$ cat src/rtl/pokey_dual_counter_if.sv
// Bus bundle for pokey_dual_counter: reload writes, count strobes, mode
// controls and the counter/borrow outputs.
interface pokey_dual_counter_if #(
    parameter int WIDTH = 8
);
    logic             enn_i;
    logic [WIDTH-1:0] din_i;
    logic             wr0_i;
    logic             wr1_i;
    logic             tick0_i;
    logic             tick1_i;
    logic             join_i;
    logic             stimer_i;
    logic [WIDTH-1:0] cnt0_o;
    logic [WIDTH-1:0] cnt1_o;
    logic             bor0_o;
    logic             bor1_o;

    modport master (
        output enn_i, din_i, wr0_i, wr1_i, tick0_i, tick1_i, join_i, stimer_i,
        input  cnt0_o, cnt1_o, bor0_o, bor1_o
    );

    modport slave (
        input  enn_i, din_i, wr0_i, wr1_i, tick0_i, tick1_i, join_i, stimer_i,
        output cnt0_o, cnt1_o, bor0_o, bor1_o
    );
endinterface

$ cat src/rtl/pokey_dual_counter.sv
// Two loadable down-counter channels with reload registers and borrow
// pulses; join cascades them into one 2*WIDTH-bit counter. Falling-edge state.
module pokey_dual_counter #(
    parameter int WIDTH = 8
) (
    input logic                 clk,
    input logic                 rst,
    pokey_dual_counter_if.slave bus
);
    localparam int CW = 2 * WIDTH;

    logic [1:0][WIDTH-1:0] reload_q, reload_d;
    logic [1:0][WIDTH-1:0] cnt_q, cnt_d;
    logic [1:0]            bor_q, bor_d;
    logic [1:0]            tick;
    logic [1:0]            wr;
    logic [CW-1:0]         cat_cnt;
    logic [CW-1:0]         cat_rel;

    assign tick    = {bus.tick1_i, bus.tick0_i};
    assign wr      = {bus.wr1_i, bus.wr0_i};
    // Channel 1 is the high half when joined.
    assign cat_cnt = cnt_q;
    assign cat_rel = reload_q;

    always_comb begin
        reload_d = reload_q;
        cnt_d    = cnt_q;
        bor_d    = bor_q;
        if (bus.enn_i) begin
            for (int i = 0; i < 2; i++) begin
                if (wr[i]) reload_d[i] = bus.din_i;
            end
            bor_d = '0;
            if (bus.join_i) begin
                // Loads use the pre-write reload value; new writes apply next load.
                if (bus.stimer_i) begin
                    cnt_d = cat_rel;
                end else if (bus.tick0_i) begin
                    if (cat_cnt == '0) begin
                        cnt_d    = cat_rel;
                        bor_d[1] = 1'b1;
                    end else begin
                        cnt_d = cat_cnt - CW'(1);
                    end
                end
            end else begin
                for (int i = 0; i < 2; i++) begin
                    if (bus.stimer_i) begin
                        cnt_d[i] = reload_q[i];
                    end else if (tick[i]) begin
                        if (cnt_q[i] == '0) begin
                            cnt_d[i] = reload_q[i];
                            bor_d[i] = 1'b1;
                        end else begin
                            cnt_d[i] = cnt_q[i] - WIDTH'(1);
                        end
                    end
                end
            end
        end
    end

    always_ff @(negedge clk) begin
        if (rst) begin
            reload_q <= '0;
            cnt_q    <= '0;
            bor_q    <= '0;
        end else begin
            reload_q <= reload_d;
            cnt_q    <= cnt_d;
            bor_q    <= bor_d;
        end
    end

    assign bus.cnt0_o = cnt_q[0];
    assign bus.cnt1_o = cnt_q[1];
    assign bus.bor0_o = bor_q[0];
    assign bus.bor1_o = bor_q[1];
endmodule

$ cat src/flat_wrapper.sv
// flat-port wrapper written by rule: the top's interface ports become plain ports
module pokey_dual_counter_flat 
#(
    parameter int WIDTH = 8
)
  (clk, rst, bus_enn_i, bus_din_i, bus_wr0_i, bus_wr1_i, bus_tick0_i, bus_tick1_i, bus_join_i, bus_stimer_i, bus_cnt0_o, bus_cnt1_o, bus_bor0_o, bus_bor1_o);
  pokey_dual_counter_if #(.WIDTH(WIDTH)) bus_i ();
  input logic clk;
  input logic rst;
  input wire logic [$bits(bus_i.enn_i)-1:0] bus_enn_i;
  input wire logic [$bits(bus_i.din_i)-1:0] bus_din_i;
  input wire logic [$bits(bus_i.wr0_i)-1:0] bus_wr0_i;
  input wire logic [$bits(bus_i.wr1_i)-1:0] bus_wr1_i;
  input wire logic [$bits(bus_i.tick0_i)-1:0] bus_tick0_i;
  input wire logic [$bits(bus_i.tick1_i)-1:0] bus_tick1_i;
  input wire logic [$bits(bus_i.join_i)-1:0] bus_join_i;
  input wire logic [$bits(bus_i.stimer_i)-1:0] bus_stimer_i;
  output wire logic [$bits(bus_i.cnt0_o)-1:0] bus_cnt0_o;
  output wire logic [$bits(bus_i.cnt1_o)-1:0] bus_cnt1_o;
  output wire logic [$bits(bus_i.bor0_o)-1:0] bus_bor0_o;
  output wire logic [$bits(bus_i.bor1_o)-1:0] bus_bor1_o;
  assign bus_i.enn_i = bus_enn_i;
  assign bus_i.din_i = bus_din_i;
  assign bus_i.wr0_i = bus_wr0_i;
  assign bus_i.wr1_i = bus_wr1_i;
  assign bus_i.tick0_i = bus_tick0_i;
  assign bus_i.tick1_i = bus_tick1_i;
  assign bus_i.join_i = bus_join_i;
  assign bus_i.stimer_i = bus_stimer_i;
  assign bus_cnt0_o = bus_i.cnt0_o;
  assign bus_cnt1_o = bus_i.cnt1_o;
  assign bus_bor0_o = bus_i.bor0_o;
  assign bus_bor1_o = bus_i.bor1_o;
  pokey_dual_counter #(.WIDTH(WIDTH)) u_core (.clk(clk), .rst(rst), .bus(bus_i));
endmodule
$ cat config.mk
export PLATFORM = sky130hd
export DESIGN_NAME = pokey_dual_counter_flat
export DESIGN_NICKNAME = d
export VERILOG_FILES = /design/src/rtl/pokey_dual_counter_if.sv /design/src/rtl/pokey_dual_counter.sv /design/src/flat_wrapper.sv
export SDC_FILE = /design/constraint.sdc
export NUM_CORES = 1
export LEC_CHECK = 0
export BUFFER_PORTS_ARGS = -buffer_cell sky130_fd_sc_hd__buf_4
export CORE_MARGIN = 3
export CORE_UTILIZATION = 56
export CTS_CLUSTER_DIAMETER = 150
export CTS_CLUSTER_SIZE = 24
export DETAILED_ROUTE_END_ITERATION = 10
export PLACE_DENSITY = 0.85
export SLEW_MARGIN = 30
export SYNTH_ARGS = -nofsm -noshare
export SYNTH_HDL_FRONTEND = slang
export SYNTH_SLANG_ARGS = --single-unit
$ cat constraint.sdc
create_clock -name clk -period 2.84 [get_ports clk]
set_input_delay 0.568 -clock clk [delete_from_list [all_inputs] [get_ports clk]]
set_output_delay 0.568 -clock clk [all_outputs]
set_load 0.01 [all_outputs]
# Word level (Yosys, flattened, before mapping)
# Index checks and enable logic that the tools add are counted.
[totals]
word_cells = 39
romBits = 0
ff_bits = 34
ramBits = 0
latchBits = 0
inputBits = 17
mem_count = 0
[classes]
n_reduce_logical = 9
multipliers = 0
order_cmp = 0
n_mux = 21
n_bitwise = 0
addsub = 3
div = 0
n_shift = 0
n_eq_ne = 1
[ops]
columns = ["operator", "n"]
rows = [
  ["$mux 16", 4],
  ["$mux 8", 6],
  ["$logic_not 16->1", 1],
  ["$logic_not 8->1", 2],
  ["$sub 16x1->16 const B", 1],
  ["$sub 8x1->8 const B", 2],
  ["$mux 1", 11],
  ["$reduce_and 2->1", 3],
  ["$ne 3x2->1 const B", 1],
  ["$reduce_and 3->1", 1],
  ["$reduce_bool 3->1", 1],
  ["$reduce_bool 2->1", 1],
]

# Longest topological paths before layout
[depth]
word_depth = 5
ltp_mapped = 8
ltp_nobuf = 7

==> metrics.md <==
| Metric | Value |
|---|---|
| Status | finished with violations |
| Failing checks | setup timing |
| Root buffer cell | clkbuf_8 |
| I/O pin total | 35 |
| LEAKAGE | 1.47 nW |
| Total track usage | 30.0% |
| Fin area | 3230 sq um |
| Post-synth EDFFs | 0 |
| Final core occ | 87.0% |
| Type of the most critical hold path | flip-flop to flip-flop |
| Share of cells above drive strength 1 | 32.2% |
| H-tree depth | 2 |
| Nets@finish | 410 |
| Max_cap viols | 0 |
| Crit path from | bus_tick0_i |
| Synth-to-layout area growth | 47.8% |
| Vias in the first global route | 2,423 |
| Routed Wire Length | 8.50 mm |
| Max Transition Viols Final | 0 |
| Pwr dens | 694 nW/um^2 |
| # hold bufs at CTS | 0 |
| TritonCTS buffer count | 5 |
| Crit. End Element | flip-flop |
| Unrepaired setup endpoints after global routing | true |
| WP data required | 1.72 ns |
| Syn_nets | 304 |
| CTS tree | done |
| Slew HR | 48.6% |
| Slew @ Worst Pin | 0.764 ns |
| Routed Antenna Nets | 0 |
| Core ar. | 3720 sq um |
| Die area | 4690 sq um |
| Syn Std Cell Area | 2190 sq um |
| Final setup margin | -0.0585 ns |
| Asr flop ratio synth | 0% |
| Min-Delay Startpoint | u_core.cat_rel[1] |
| Fin cells | 439 |
| Clk buf depth | 2 |
| Iter 0 DRT Violations | 375 |
| Initial antenna violation count | 0 |
| Dpl cell area | 2740 sq um |
| Average size of a mapped cell | 7.70 sq um |
| Port-buffer cells | 34 |
| Synth unique cells | 55 |
| HPWL after DPL | 4.70 mm |
| Synth warnings | 0 |
| Global route overflow | 0 |
| Residual DRC count | 0 |
| Fin. Hold Viols | 0 |
| Die W | 68.5 um |
| Starting Density | 58.9% |
| First-pass GRT wire length | 10.6 mm |
| DR pass1 iterations | 5 |
| Final Wtd Congestion | 0.909 |
| R2R Path Start | u_core.bus.cnt1_o[0] |
| VDD IR-drop max | 0.504 mV |
| Cells after Synth | 284 |
| Setup CP Type | input port to flip-flop |
| Worst-Skew Late Latency | 0.39 ns |
| Vias per cell | 6.48 |
| Die Span Y | 68.5 um |
| Setup WS pre-CTS | -0.385 ns |
| Post-synthesis sequential area ratio | 31.1% |
| Fin Clk Skew | 0.0413 ns |
| Via Count | 2,843 |
| FILL cells | 167 |
| CTS sink count | 34 |
| Synth Flop Type | dfxtp_1 |
| Placement row count | 22 |
| Startpoint Class | input port |
| Number of register bits inferred by synthesis | 34 |
| Final setup fails | 8 |
| Crit-path max FO | 5 |
| Arr. time, crit path | 1.77 ns |
| Largest net degree at the start of global routing | 22 |
| Hold_ws | 0.474 ns |
| Placed cells | 382 |
| Drt wl/cell | 19.4 um |
| Antenna diode count | 0 |
| Clock Pin Slew Worst Setup and Hold Paths | 0.04 ns |
final timing paths:
check,to,slack [ns],depth (start not counted)
max,u_core.bus.cnt1_o[5],-0.06,7
min,u_core.cat_rel[1],0.47,2
max reg2reg,u_core.bus.cnt1_o[0],0.06,8
min reg2reg,u_core.cat_rel[1],0.47,2
cell usage after synthesis, types with 5 or more instances:
cell,count,area share (%)
dfxtp_1,34,31
nand2_1,29,5.0
a21oi_1,27,6.2
nand3_1,23,5.3
clkbuf_1,16,2.7
nor2_1,16,2.7
inv_1,10,1.7
a31oi_1,8,2.3
mux2i_1,8,3.7
nand2b_1,7,2.0
nor3_1,7,1.6
nand4_1,6,1.7
nor4_1,6,1.7
o21ai_0,6,1.4
xnor2_1,6,2.4
nor3b_1,5,1.7
o22ai_1,5,1.4
per-layer routing:
metal / vias up / wire, um / global-route usage, %
li1: 1256 / - / -
met1: 1282 / 3090 / 35.8
met2: 243 / 3970 / 48.5
met3: 62 / 1040 / 8.59
met4: 0 / 406 / 15.9
met5: - / 0 / 0
cell type report:
class	count	area (sq um)	area share, %
sequential	34	703	21.8
inverter	9	33.8	1.05
clock buffer	5	68.8	2.13
clock inverter	37	175	5.42
multi-input combinational	217	1470	45.5
tap	48	60.1	1.86
timing repair buffer	89	721	22.3
power by group:
| group | switching, W | leakage (nW) | total, W | internal, W |
|---|---|---|---|---|
| Clock | 0.000376 | 0.240 | 0.000706 | 0.000330 |
| Combinational | 0.000542 | 0.944 | 0.000980 | 0.000438 |
| Sequential | 0.0000324 | 0.283 | 0.000558 | 0.000526 |
| Total | 0.000950 | 1.47 | 0.00224 | 0.00129 |
layout by cell type (no fill, tap or decap), types with 6 or more instances in the layout:
cell type | Yosys | layout
buf_4 | 0 | 78
nor3_1 | 7 | 7
nand3_1 | 23 | 23
nor2_1 | 16 | 14
nor4_1 | 6 | 6
dfxtp_1 | 34 | 26
nand2b_1 | 7 | 6
nand4_1 | 6 | 6
a21oi_1 | 27 | 26
nand2_1 | 29 | 29
inv_1 | 10 | 43
xnor2_1 | 6 | 6
buf_6 | 2 | 8
a31oi_1 | 8 | 7
mux2i_1 | 8 | 8
metrics by stage:
| step | total power, W | TNS (ns) |
|---|---|---|
| floorplan | 0.00122 | -1.23 |
| global placement | 0.00146 | -4.30 |
| detailed placement | 0.00147 | -4.98 |
| CTS | 0.00208 | 0 |
| global route | 0.00236 | -0.519 |
| finish | 0.00224 | -0.249 |
critical path, cell delays in order:
cell	delay (ns)
buf_6	0.09
and2_4	0.17
o31ai_4	0.39
buf_4	0.18
a221oi_2	0.04
o211ai_1	0.19
and2_1	0.15
sequential cells by signal, summed over array words and instances (netlist names):
name and flops:
u_core.bus.cnt1_o 8, u_core.bus.cnt0_o 8, u_core.cat_rel 16, u_core.bor_q 2
timing repair:
action                     4_1_cts  5_1_grt
pin swaps                        3        8
cloned                           0        1
setup endpoints to repair        7       17
setup buffers                    0       15
gates resized for setup         11       25
cell families (layout without fill, tap and decap cells):
logic type               Yosys count  after routing  synth area share, %
buffers and inverters             33            140                 6.58
adder cells (fa/ha/maj)            3              3                 1.72
XOR/XNOR                           8              8                 3.20
flip-flops                        34             34                 31.1
AND/OR/NAND/NOR                  122            122                 30.7
multiplexers                       9              9                 4.18
AO/OA/AOI/OAI                     75             75                 22.5
(Power assumes the default switching activity.)
